[config.mk]
export PLATFORM = sky130hd
export DESIGN_NAME = queue_flat
export DESIGN_NICKNAME = d
export VERILOG_FILES = /design/src/rtl/queue_if.sv /design/src/rtl/queue.sv /design/src/flat_wrapper.sv
export SDC_FILE = /design/constraint.sdc
export NUM_CORES = 1
export LEC_CHECK = 0
export BUFFER_PORTS_ARGS = -buffer_cell sky130_fd_sc_hd__buf_2
export CAP_MARGIN = 20
export CORE_MARGIN = 4
export CORE_UTILIZATION = 30
export DETAILED_ROUTE_END_ITERATION = 10
export GPL_ROUTABILITY_DRIVEN = 0
export GPL_TIMING_DRIVEN = 0
export PLACE_DENSITY_LB_ADDON = 0.1
export SYNTH_ARGS = -nofsm -noshare
export SYNTH_HDL_FRONTEND = slang
export SYNTH_SLANG_ARGS = --single-unit
[constraint.sdc]
create_clock -name clk -period 3.2 [get_ports clk]
set_input_delay 0.32 -clock clk [delete_from_list [all_inputs] [get_ports clk]]
set_output_delay 0.32 -clock clk [all_outputs]
set_load 0.01 [all_outputs]
[src/rtl/queue_if.sv]
// Producer/consumer bundle for the queue: write request, pop request, head data
// and occupancy/error status.
interface queue_if #(
  parameter int DATA_WIDTH = 8,
  parameter int FIFO_SIZE  = 20
);
  localparam int CW = $clog2(FIFO_SIZE + 1);

  // insert and pop are level requests sampled on every rising edge; there is no
  // ready signal, so a request the queue cannot honour is dropped and reported
  // one cycle later on overflow/underflow.
  logic [DATA_WIDTH-1:0] entry;
  logic                  insert;
  logic                  pop;
  logic [DATA_WIDTH-1:0] head;
  logic                  full;
  logic                  empty;
  logic [CW-1:0]         count;
  logic                  overflow;
  logic                  underflow;

  modport master (
    output entry, insert, pop,
    input  head, full, empty, count, overflow, underflow
  );

  modport slave (
    input  entry, insert, pop,
    output head, full, empty, count, overflow, underflow
  );
endinterface

[src/rtl/queue.sv]
// First-word fall-through FIFO with occupancy count and one-cycle error pulses.
// Pointers wrap by explicit compare so FIFO_SIZE need not be a power of two.
module queue #(
  parameter int DATA_WIDTH = 8,
  parameter int FIFO_SIZE  = 20
) (
  input logic    clk,
  input logic    rst,
  queue_if.slave q
);
  localparam int              CW   = $clog2(FIFO_SIZE + 1);
  localparam int              PW   = $clog2(FIFO_SIZE);
  localparam logic [PW-1:0]   LAST = PW'(FIFO_SIZE - 1);
  localparam logic [CW-1:0]   SIZE = CW'(FIFO_SIZE);

  logic [DATA_WIDTH-1:0] mem [FIFO_SIZE];
  logic [PW-1:0]         wr_ptr;
  logic [PW-1:0]         rd_ptr;
  logic [CW-1:0]         count;
  logic                  overflow;
  logic                  underflow;
  logic                  full;
  logic                  empty;
  logic                  wr_ok;
  logic                  rd_ok;

  assign full  = (count == SIZE);
  assign empty = (count == '0);

  // A simultaneous pop frees the head slot, so a full queue still takes the write.
  assign wr_ok = q.insert & (~full | q.pop);
  assign rd_ok = q.pop & ~empty;

  always_ff @(posedge clk or posedge rst) begin
    if (rst) begin
      wr_ptr    <= '0;
      rd_ptr    <= '0;
      count     <= '0;
      overflow  <= 1'b0;
      underflow <= 1'b0;
    end else begin
      if (wr_ok) begin
        wr_ptr <= (wr_ptr == LAST) ? '0 : wr_ptr + 1'b1;
      end
      if (rd_ok) begin
        rd_ptr <= (rd_ptr == LAST) ? '0 : rd_ptr + 1'b1;
      end
      case ({wr_ok, rd_ok})
        2'b10:   count <= count + 1'b1;
        2'b01:   count <= count - 1'b1;
        default: count <= count;
      endcase
      overflow  <= q.insert & ~wr_ok;
      underflow <= q.pop & ~rd_ok;
    end
  end

  // Storage is deliberately left out of reset; head is gated by empty instead.
  always_ff @(posedge clk) begin
    if (wr_ok) begin
      mem[wr_ptr] <= q.entry;
    end
  end

  assign q.head      = empty ? '0 : mem[rd_ptr];
  assign q.full      = full;
  assign q.empty     = empty;
  assign q.count     = count;
  assign q.overflow  = overflow;
  assign q.underflow = underflow;
endmodule
[src/flat_wrapper.sv]
// flat-port wrapper written by rule: the top's interface ports become plain ports
module queue_flat 
#(
  parameter int DATA_WIDTH = 8,
  parameter int FIFO_SIZE  = 20
)
  (clk, rst, q_entry, q_insert, q_pop, q_head, q_full, q_empty, q_count, q_overflow, q_underflow);
  queue_if #(.DATA_WIDTH(DATA_WIDTH), .FIFO_SIZE(FIFO_SIZE)) q_i ();
  input logic clk;
  input logic rst;
  input wire logic [$bits(q_i.entry)-1:0] q_entry;
  input wire logic [$bits(q_i.insert)-1:0] q_insert;
  input wire logic [$bits(q_i.pop)-1:0] q_pop;
  output wire logic [$bits(q_i.head)-1:0] q_head;
  output wire logic [$bits(q_i.full)-1:0] q_full;
  output wire logic [$bits(q_i.empty)-1:0] q_empty;
  output wire logic [$bits(q_i.count)-1:0] q_count;
  output wire logic [$bits(q_i.overflow)-1:0] q_overflow;
  output wire logic [$bits(q_i.underflow)-1:0] q_underflow;
  assign q_i.entry = q_entry;
  assign q_i.insert = q_insert;
  assign q_i.pop = q_pop;
  assign q_head = q_i.head;
  assign q_full = q_i.full;
  assign q_empty = q_i.empty;
  assign q_count = q_i.count;
  assign q_overflow = q_i.overflow;
  assign q_underflow = q_i.underflow;
  queue #(.DATA_WIDTH(DATA_WIDTH), .FIFO_SIZE(FIFO_SIZE)) u_core (.clk(clk), .rst(rst), .q(q_i));
endmodule
# After elaboration in Yosys (flattened, before gate mapping)
# Memory sizes are Yosys's and may differ from the RTL's.
# Index checks and enable logic that the tools add are counted.
# W data, S select, Z words.
word_totals:
  register_bits: 17
  latchBits: 0
  ram_bits: 160
  mem_bits_ro: 0
  output_inout_bits: 17
  word_cells: 32
  mem_count: 1
mem_list:
  columns: ["memory", "depth", "width", "rd", "rd_clocked_by_memory_dff", "write_ports", "line", "text"]
  rows:
  - ["u_core.mem", 20, 8, 1, 0, 1, "queue.sv:16", "logic [DATA_WIDTH-1:0] mem [FIFO_SIZE];"]
op_classes:
  addsub: 4
  multipliers: 0
  div: 0
  order_cmp: 0
  n_eq_ne: 5
  n_shift: 0
  mux: 6
  n_bitwise: 9
  n_reduce_logical: 2
op_table:
  columns: ["op", "count"]
  rows:
  - ["$add A5 B1 Y5 const B", 3]
  - ["$eq A5 B5 Y1 const B", 3]
  - ["$mux W5", 2]
  - ["$pmux W5 S2", 1]
  - ["$mux W8", 1]
  - ["$logic_not A5 Y1", 1]
  - ["$sub A5 B1 Y5 const B", 1]
  - ["$and A1 B1 Y1", 4]
  - ["$not A1 Y1", 4]
  - ["$eq A2 B1 Y1 const B", 1]
  - ["$eq A2 B2 Y1 const B", 1]
  - ["$mux W1", 2]
  - ["$reduce_bool A2 Y1", 1]
  - ["$or A1 B1 Y1", 1]

# Longest topological paths before layout
# Gate-level depths: netlist of the first run.
depth:
  ltp_word: 6
  ltp_mapped: 14
  ltp_nobuf: 11

# Worst setup path before layout of the first run
# No wires, ideal clock.
synth_timing:
  path_type: "reg2reg"
  from: "reg u_core.count[1], in the netlist u_core.q.count[1]"
  to: "reg u_core.count[2], in the netlist u_core.q.count[2]"
  setup_ns: 0.134
  arrival_time_ns: 2.750
  path_slack_ns: 0.316
  stages_incl_launch_ff: 15
  path_buffers: 3
  period_less_slack_ns: 2.884
  cell_sequence: "dfrtp_1 buf_6 or3_4 or3_1 buf_6 nand2_4 inv_1 ha_1 clkbuf_1 xor2_1 ha_1 a21oi_1 xor2_1 nor2_1 xor2_1"
synth_between:
  elab_cells_between_ends: 13
  classes_between: "add/sub: 2; eq/ne: 3; mux: 1; bitwise: 5; reduce/logical: 2"
synth_lines:
  columns: ["element", "line", "text"]
  rows:
  - ["from (decl)", "queue.sv:19", "logic [CW-1:0] count;"]
  - ["from (signal assigned)", "queue.sv:49", "2'b10: count <= count + 1'b1;"]
  - ["from (signal assigned)", "queue.sv:50", "2'b01: count <= count - 1'b1;"]
  - ["from (signal assigned)", "queue.sv:51", "default: count <= count;"]
  - ["$logic_not A5 Y1 (*)", "queue.sv:28", "assign empty = (count == '0);"]
  - ["$not A1 Y1 (*)", "queue.sv:32", "assign rd_ok = q.pop & ~empty;"]
  - ["$and A1 B1 Y1 (*)", "queue.sv:32", null]
  - ["net u_core.rd_ok", "queue.sv:25", "logic rd_ok;"]
  - ["$eq A2 B1 Y1 / $eq A2 B2 Y1 (equally long branches)", "queue.sv:48", "case ({wr_ok, rd_ok})"]
  - ["$pmux W5 S2 / $reduce_bool A2 Y1 (equally long branches)", null, null]
# The timed path passes the listed nets; every way through them passes the cells marked *.
# A chain may end at the register's enable or synchronous reset.

# Worst setup path after layout of the first run
layout_timing:
  from: "reg u_core.rd_ptr[1]"
  to: "out q_head[7]"
layout_between:
  elab_chain_len: 2
layout_rtl:
  columns: ["element", "line", "text"]
  rows:
  - ["from (decl)", "queue.sv:18", "logic [PW-1:0] rd_ptr;"]
  - ["from (signal assigned)", "queue.sv:46", "rd_ptr <= (rd_ptr == LAST) ? '0 : rd_ptr + 1'b1;"]
  - ["$mem_v2 Z20 W8", null, null]
  - ["$mux W8", "queue.sv:65", "assign q.head = empty ? '0 : mem[rd_ptr];"]
  - ["to (decl)", "flat_wrapper.sv:14", "output wire logic [$bits(q_i.head)-1:0] q_head;"]
# No other way between the ends.

==> reports/summary.txt, run 1 <==
CP bufs+invs - 2
Worst Setup End Kind - output port
Detailed placement HPWL - 11,400 um
Tot GR Track Use - 13.4%
Ranking of synthesized cells by area - edfxtp_1 (67%), mux4_2 (9.7%), dfrtp_1 (5.9%)
Cell taking the most area after synthesis - edfxtp_1
Full die area - 26,500 um^2
RSZ-0062 raised after global routing - no
Max Fclk - 0.325 GHz
Initial antenna violation count - 0
Top-count cell post-synth - edfxtp_1
Worst-margin pin slew - 975 ps
Post-DRT Antenna Nets - 0
CTS tree - yes
Port buffer count - 28
Area Overhead vs Synth - 15.3%
Flop2flop setup slack - 210 ps
Commonest cells in the synthesized netlist - edfxtp_1 (160), mux4_2 (31), nor2_1 (27)
Placed cell area - 7740 um^2
Ys flop type - edfxtp_1
Pwr/cell area - 870 nW/um^2
Pin count of the biggest net entering global routing - 21
Period Utilization, post-route - 96.1%
Sink Count - 177
Synthesized Nets - 425
Worst path top cell family by delay - simple AND/OR/NAND/NOR gates
Status - completed
Max-cap violations - 0
Reg-to-Reg Start - u_core.q.count[3]
Gr ovfl total - 0
Final setup viols - 0
Hold violation count in the final report - 0
FF-to-FF End - u_core.q.count[4]
Post-synth ARST share - 9.60%
Layout cells sized above 1 - 23.3%
# Post-CTS Setup Buffers - 0
Critical Path RT - 2880 ps
Share of the synthesized area in the top cell type - 66.7%
Pleak - 2.77 nW
Number of global-route vias before repair - 3,841
WL/cell - 21.9 um
Synth Register Bits - 177
Final antenna diode count - 0
Netlist Area Pre-Place - 7200 um^2
DR vias - 3,719
Fin area - 8310 um^2
Total iterations of the first detailed-routing run - 4
Worst-Skew Late Latency - 430 ps
Min-delay worst type - input port to asynchronous set/reset pin
Initial core utilization - 30.6%
Worst-case clock buffer depth - 2
TritonCTS buffer count - 17
Core area - 23,500 um^2
DR iter-0 viols - 211
CP Class - register to output port
Reg2Reg Depth - 10
YS warnings - 0
Setup crit start kind - register
Max-slew violation count - 0
Setup tns final - 0 ps
CTS root buf - clkbuf_16
DRT Wirelength - 17,100 um
Syn avg cell area - 17.8 um^2
Clock transition at path regs - 70 ps
Number of flops mapped to enable cells by yosys - 160
Die extent in x - 163 um
Critical path arrival - 2750 ps
FP Rows - 56
Post-Synthesis Cells - 405
First-pass GRT wire length - 25,400 um
CP cell instances - clkbuf_1 > nor2_1 > a22oi_1 > a21oi_1 > buf_2
DRC viols - 0
Clock Skew - 8.84 ps
Final net count - 471
Worst-path fanout max - 10
Slowest cell delay on critical path - 770 ps
Via density - 4.75
Fin crit period - 3070 ps
Max IR drop VDD - 0.423 mV
Io pins - 29
Max-slew headroom - 34.7%
H-tree depth - 4
Crit-path slowest cell - nor2_1
Sequential area share after synthesis - 72.6%
Die H - 163 um
Cell variety after synth - 46
timing repair:
item,4_1_cts,5_1_grt
resized for setup,1,1
hold buffers,0,0
setup endpoints to repair,1,3
layer usage:
layer / up-vias / track usage [%] / part of all wire, %
li1: 1704 / - / -
met1: 1937 / 17.9 / 46
met2: 65 / 21.7 / 50
met3: 13 / 3.29 / 4.1
met4: 0 / 3.85 / 0.84
met5: - / 0 / 0
cell families (layout without fill, tap and decap cells):
logic type               count (synthesis)  in the layout  synth area share [%]
flip-flops                             177            177                  72.6
AND/OR/NAND/NOR                         69             69                  4.78
AO/OA/AOI/OAI                           58             58                  5.30
multiplexers                            52             52                  12.8
buffers and inverters                   32             91                  2.03
XOR/XNOR                                 9              9                  1.09
adder cells (fa/ha/maj)                  8              8                  1.39
state kept, by name, summed over array words and instances (netlist names):
register	count
u_core.mem	160
u_core.q.count	5
u_core.q.overflow	1
u_core.q.underflow	1
u_core.rd_ptr	5
u_core.wr_ptr	5
layout by cell type (no fill, tap or decap), types with 3 or more instances in the layout:
cell        count
o221ai_1        6
nor3_1          5
clkbuf_1        8
nand3b_1        4
o21ai_0        11
xor2_1          6
nor2_1         27
mux2i_1        18
a21oi_1        17
clkinvlp_4      4
nor2b_1         4
nand2_1        12
xnor2_1         3
nand3_1         7
a31oi_1         3
inv_1          11
a22oi_1         7
dfrtp_1        17
buf_2          33
edfxtp_1      160
ha_1            8
mux4_2         31
clkbuf_16      17
per-stage QoR:
| stage | utilization [%] | power, W | hold WS (ps) | worst slack (ps) | instances |
|---|---|---|---|---|---|
| 3_5_place_dp | 32.9 | 0.00533 | 478 | 99.5 | 752 |
| 5_1_grt | 35.3 | 0.00761 | 50.3 | 9.27 | 783 |
| 6_report | 35.3 | 0.00723 | 4.92 | 125 | 783 |
| 3_3_place_gp | 32.9 | 0.00532 | 478 | 152 | 752 |
| 4_1_cts | 35.3 | 0.00733 | 16.4 | 73.9 | 784 |
| 2_1_floorplan | - | 0.00445 | 246 | 316 | 405 |
report_power, final:
group          internal (W)  switching (W)  leakage (nW)
registers           0.00275       0.000127          1.65
clock network       0.00108       0.000906         0.265
logic              0.000940        0.00142         0.858
total               0.00477        0.00245          2.77
layout make-up:
class	count	area, um^2
inverter	12	45.0
clock buffer	17	425
clock inverter	15	135
multi-input combinational	196	1830
tap	319	399
timing repair buffer	28	140
sequential	177	5230
buffer	19	100
fill	2254	15200
worst max path at each step:
| stage | slack (ps) | to | startpoint | depth (start not counted) |
|---|---|---|---|---|
| floorplan | 320 | u_core.q.count[2] | u_core.q.count[1] | 14 |
| global placement | 150 | u_core.q.count[4] | u_core.q.count[3] | 11 |
| detailed placement | 100 | u_core.q.count[4] | u_core.q.count[3] | 11 |
| CTS | 70 | q_head[5] | u_core.rd_ptr[1] | 5 |
| global route | 9 | q_head[7] | u_core.rd_ptr[1] | 5 |
| finish | 130 | q_head[7] | u_core.rd_ptr[1] | 5 |
worst register-to-register path, stage by stage, from the launching register on:
cell and delay [ps]:
dfrtp_1 460, or4_4 580, o21a_1 270, inv_1 170
ha_1 400, xor2_1 190, ha_1 210, inv_1 50
a32oi_1 200, a31oi_1 150, xor2_1 160
(Power assumes the default switching activity.)
==> inputs of run 2 (changes only) <==
--- a/config.mk
+++ b/config.mk
@@ -15,2 +15,3 @@
 export PLACE_DENSITY_LB_ADDON = 0.1
+export SETUP_SLACK_MARGIN = 0.02
 export SYNTH_ARGS = -nofsm -noshare
==> constraint.sdc (replaced) <==
create_clock -name clk -period 3.2 [get_ports clk]
set_input_delay 0 -clock clk [delete_from_list [all_inputs] [get_ports clk]]
set_output_delay 0 -clock clk [all_outputs]
set_load 0.01 [all_outputs]
==> reports/summary.txt, run 2 (synthesis gave the netlist of run 1 again) <==
Status - completed
Switching pwr - 0.00246 W (+0.11%)
RSZ-0062 raised after global routing - no
Critical Path RT - 3490 ps (+610 ps)
Clock power share - 27.5% (about the same)
Period Utilization, post-route - 93.5% (-2.6 points)
H-tree depth - 4 (unchanged)
Highest-count cells in the layout ignoring fill and taps - edfxtp_1 (160), buf_2 (34), mux4_2 (31)
Placed cell area - 7740 um^2 (unchanged)
Max-cap violations - 0 (unchanged)
Final net count - 476 (+1.1%)
Clock Skew - 8.94 ps (+0.103 ps)
Switching portion of total power - 34.0% (+0.037 points)
Pwr/cell area - 866 nW/um^2 (-0.49%)
Worst-path fanout max - 10 (unchanged)
Post-CTS Resized - 0 (-1)
Setup tns final - 0 ps (unchanged)
Fin crit period - 2990 ps (-83.0 ps)
Worst-margin pin slew - 959 ps (-16.2 ps)
Die H - 163 um (unchanged)
Worst-Skew Late Latency - 420 ps (about the same)
CTS tree - yes
Initial core utilization - 30.6% (unchanged)
Post-DRT Antenna Nets - 0 (unchanged)
First-pass GRT wire length - 25,500 um (about the same)
Seq pwr share - 39.9% (about the same)
CTS root buf - clkbuf_16
Final antenna diode count - 0 (unchanged)
Pin count of the biggest net entering global routing - 21 (unchanged)
Clock transition at path regs - 70 ps (about the same)
FILL cells - 2,252 (-0.089%)
Max reg flops - 160 (unchanged)
DRT Wirelength - 17,100 um (about the same)
Max-slew violation count - 0 (unchanged)
Core area - 23,500 um^2 (unchanged)
Tot GR Track Use - 13.4% (about the same)
Area occupied by multi-input gates - 1820 um^2 (-0.34%)
Worst-case clock buffer depth - 2 (unchanged)
Sequential standard cell area - 5230 um^2 (unchanged)
Number of global-route vias before repair - 3,848 (+0.18%)
Min-delay worst type - input port to register
WL/cell - 21.8 um (-0.66%)
Max IR drop VDD - 0.377 mV (-11%)
Initial antenna violation count - 0 (unchanged)
Via density - 4.78 (+0.67%)
DR iter-0 viols - 227 (+7.6%)
Comb pwr share - 32.6% (about the same)
Io pins - 29 (unchanged)
Full die area - 26,500 um^2 (unchanged)
Biggest register - u_core.mem
Area Overhead vs Synth - 15.9%
Most common cell after layout, fill and taps aside - edfxtp_1
Total iterations of the first detailed-routing run - 4 (unchanged)
Cell Int Power - 0.00477 W (about the same)
Max Fclk - 0.334 GHz (+2.8%)
Final setup viols - 0 (unchanged)
DR vias - 3,768 (+1.3%)
FP Rows - 56 (unchanged)
Setup crit start kind - register
TritonCTS buffer count - 17 (unchanged)
DRC viols - 0 (unchanged)
Sink Count - 177 (unchanged)
Flop2flop setup slack - 210 ps (about the same)
Worst Setup End Kind - register
Worst hold slack - 30.7 ps (+25.8 ps)
Utilization after layout - 35.5% (+0.18 points)
Layout cells sized above 1 - 22.8% (-0.46 points)
Critical path arrival - 3280 ps (+530 ps)
Port buffer count - 28 (unchanged)
Detailed placement HPWL - 11,400 um (unchanged)
Gr ovfl total - 0 (unchanged)
Fin area - 8350 um^2 (+0.50%)
Hold violation count in the final report - 0 (unchanged)
Pleak - 2.79 nW (+0.80%)
CP Class - register to register
Max-slew headroom - 35.8% (+1.1 points)
Die extent in x - 163 um (unchanged)
-- run 2: changes by cell type in the layout (fill, tap and decap cells not counted) --
| cell | change |
|---|---|
| dlygate4sd3_1 | +5 |
| buf_2 | +1 |
| buf_4 | -1 |
| o221ai_1 | +1 |
| o221ai_2 | -1 |
-- run 2: cell type report --
class,count,area share (%)
Clock buffer,17,5.10
Inverter,12,0.540
Timing Repair Buffer,33,2.28
Buffer,19,1.17
Multi-Input combinational cell,196,21.9
Sequential cell,177,62.7
Tap cell,319,4.78
Clock inverter,15,1.62
-- run 2: critical path, stage by stage (launching register included) --
cell and delay (ps):
dfrtp_1 460, or4_4 580, o21a_1 270, inv_1 170
ha_1 400, xor2_1 190, ha_1 210, inv_1 50
a32oi_1 200, a31oi_1 150, xor2_1 160
-- run 2: metal layers --
| layer | vias to the layer above | wire (um) | GRT usage, % |
|---|---|---|---|
| met5 | - | 0 | 0 |
| met1 | 1969 | 7780 | 18.0 |
| met3 | 13 | 755 | 3.29 |
| met4 | 0 | 142 | 3.85 |
| li1 | 1716 | - | - |
| met2 | 70 | 8470 | 21.7 |
-- run 2: through the flow --
step / cells / setup WS, ps / power (W)
after CTS: 789 / 95.2 / 0.00733
final: 788 / 208 / 0.00723
after detailed placement: 752 / 99.5 / 0.00533
after floorplan: 405 / 316 / 0.00445
after global routing: 788 / 25.8 / 0.00760
after global placement: 752 / 152 / 0.00532
-- run 2: power groups by stage --
| stage | clock network [W] | logic, W | registers, W |
|---|---|---|---|
| 5_1_grt | 0.00213 | 0.00257 | 0.00290 |
| 4_1_cts | 0.00204 | 0.00241 | 0.00288 |
| 2_1_floorplan | 0 | 0.00155 | 0.00291 |
| 3_5_place_dp | 0 | 0.00240 | 0.00293 |
| 6_report | 0.00199 | 0.00236 | 0.00288 |
| 3_3_place_gp | 0 | 0.00239 | 0.00292 |
-- run 2: worst paths after layout --
check	end	start	cells after the start
setup / recovery	u_core.q.count[4]	u_core.q.count[3]	10
setup reg to reg	u_core.q.count[4]	u_core.q.count[3]	10
hold reg to reg	u_core.q.count[4]	u_core.q.count[4]	1
min in group asynchronous	u_core.wr_ptr[1]	rst	3
hold / removal	u_core.mem[4][1]	q_entry[1]	1
max in group asynchronous	u_core.q.underflow	rst	3
-- run 2: repair_timing --
action,CTS,global route
endpoints found under the hold margin,42,0
hold buffers,5,0
setup buffers,0,0
setup endpoints to repair,0,2
==> inputs of run 3 (changes only) <==
clock period = 3.5 ns   (was 3.2 ns; I/O delays follow)
==> reports/summary.txt, run 3 (synthesis gave the netlist of run 1 again) <==
Post-DRT Antenna Nets - 0 (unchanged)
Max reg flops - 160 (unchanged)
Die H - 163 um (unchanged)
Utilization after layout - 35.5% (about the same)
Port buffer count - 28 (unchanged)
Fin crit period - 3120 ps (+127 ps)
Setup crit start kind - register
Seq pwr share - 39.8% (about the same)
Final net count - 477 (+0.21%)
Via density - 4.77 (-0.21%)
Tot GR Track Use - 13.4% (unchanged)
Layout cells sized above 1 - 22.8% (-0.049 points)
WL/cell - 21.7 um (-0.13%)
Worst hold slack - 27.9 ps (-2.75 ps)
Pwr/cell area - 792 nW/um^2 (-8.6%)
Final antenna diode count - 0 (unchanged)
First-pass GRT wire length - 25,500 um (unchanged)
Cell Int Power - 0.00436 W (-8.6%)
Period Utilization, post-route - 89.1% (-4.4 points)
CP bufs+invs - 3 (+1)
Worst path top cell family by delay - compound AO/OA/AOI/OAI gates
Detailed placement HPWL - 11,400 um (unchanged)
Worst Setup End Kind - register
Final setup viols - 0 (unchanged)
Switching portion of total power - 34.1% (+0.051 points)
Sink Count - 177 (unchanged)
CTS tree - yes
H-tree depth - 4 (unchanged)
Critical Path RT - 3790 ps (+300 ps)
Worst-margin pin slew - 935 ps (-23.8 ps)
CTS root buf - clkbuf_16
Max Fclk - 0.321 GHz (-4.1%)
FP Rows - 56 (unchanged)
Pin count of the biggest net entering global routing - 21 (unchanged)
GRT busiest layer - met2
TritonCTS buffer count - 17 (unchanged)
Crit-path slowest cell - or4_4
Clock power share - 27.5% (about the same)
Initial core utilization - 30.6% (unchanged)
RSZ-0062 raised after global routing - no
Io pins - 29 (unchanged)
Most common cell after layout, fill and taps aside - edfxtp_1
DRC viols - 0 (unchanged)
Max IR drop VDD - 0.347 mV (-8.1%)
CP Class - register to register
Gr ovfl total - 0 (unchanged)
Worst-Skew Late Latency - 430 ps (about the same)
Total iterations of the first detailed-routing run - 4 (unchanged)
Worst-path fanout max - 10 (unchanged)
M3 GR Usage - 3.29% (unchanged)
Met2 GRT Util - 21.7% (unchanged)
Max-slew headroom - 37.4% (+1.6 points)
Hold violation count in the final report - 0 (unchanged)
Max-cap violations - 0 (unchanged)
Initial antenna violation count - 0 (unchanged)
DRT Wirelength - 17,100 um (unchanged)
Min-delay worst type - input port to register
Critical path arrival - 3410 ps (+130 ps)
Met1 GRT Util - 18.0% (unchanged)
Highest-count cells in the layout ignoring fill and taps - edfxtp_1 (160), buf_2 (34), mux4_2 (31)
# Post-CTS Setup Buffers - 0 (unchanged)
Finished Layout Cells - 789 (+0.13%)
Clock Skew - 7.04 ps (-1.90 ps)
Clock transition at path regs - 70 ps (about the same)
Area Overhead vs Synth - 16.0% (about the same)
Max-slew violation count - 0 (unchanged)
Pleak - 2.79 nW (about the same)
Comb pwr share - 32.7% (about the same)
DR iter-0 viols - 230 (+1.3%)
DP Cell Count - 752 (unchanged)
Biggest register - u_core.mem
Slowest cell delay on critical path - 580 ps (about the same)
Worst-case clock buffer depth - 2 (unchanged)
CP cell instances - or4_4 > o21a_1 > inv_1 > ha_1 > clkbuf_1 > xor2_1 > ha_1 > inv_1 > a32oi_1 > a31oi_1 > xor2_1
Setup tns final - 0 ps (unchanged)
Full die area - 26,500 um^2 (unchanged)
Status - completed
Number of global-route vias before repair - 3,848 (unchanged)
DR vias - 3,765 (-0.080%)
Switching pwr - 0.00225 W (-8.4%)
Die extent in x - 163 um (unchanged)
Core area - 23,500 um^2 (unchanged)
[run 3: metal layers]
layer  up-vias  wire length [um]
li1       1718                 -
met1      1965              7790
met2        71              8410
met3        11               775
met4         0               159
met5         -                 0
[run 3: cell type report]
cell class,instances,area [um^2]
inverter,12,45.0
multi-input combinational,196,1820
tap,319,399
buffer,20,101
fill,2250,15200
clock inverter,15,135
clock buffer,17,425
timing repair buffer,33,190
sequential,177,5230
[run 3: timing repair]
item | in CTS | in global routing
gates resized for setup | 0 | 0
hold buffers | 5 | 0
hold endpoints to repair | 42 | 0
[run 3: worst reg2reg max path, delay by kind of cell, from the launching register on]
kind | cells | cell delay [ps]
compound gates | 3 | 630
fa+ha+maj | 2 | 370
buf+inv | 3 | 580
simple gates | 1 | 580
xor+xnor | 2 | 360
flops | 1 | 460
[run 3: power groups by stage]
| stage | clock (W) | combinational [W] | sequential, W |
|---|---|---|---|
| floorplan | 0 | 0.00142 | 0.00266 |
| global placement | 0 | 0.00219 | 0.00267 |
| detailed placement | 0 | 0.00219 | 0.00268 |
| CTS | 0.00186 | 0.00220 | 0.00264 |
| global route | 0.00195 | 0.00235 | 0.00265 |
| finish | 0.00182 | 0.00216 | 0.00263 |
[run 3: metrics by stage]
stage                     cell area (um^2)  setup WS (ps)  total power, W
after floorplan                       7200            616         0.00407
final                                 8350            381         0.00661
after detailed placement              7740            400         0.00487
after global routing                  8350            199         0.00695
after global placement                7740            452         0.00486
after CTS                             8350            395         0.00670
[run 3: worst paths after layout]
path | from | end | slack [ps] | depth (start not counted)
setup / recovery | u_core.q.count[3] | u_core.q.count[4] | 380 | 11
hold / removal | q_entry[1] | u_core.mem[4][1] | 30 | 1
setup reg to reg | u_core.q.count[3] | u_core.q.count[4] | 380 | 11
hold reg to reg | u_core.q.count[4] | u_core.q.count[4] | 560 | 1
max in group asynchronous | rst | u_core.q.underflow | 2820 | 3
min in group asynchronous | rst | u_core.q.overflow | 230 | 3
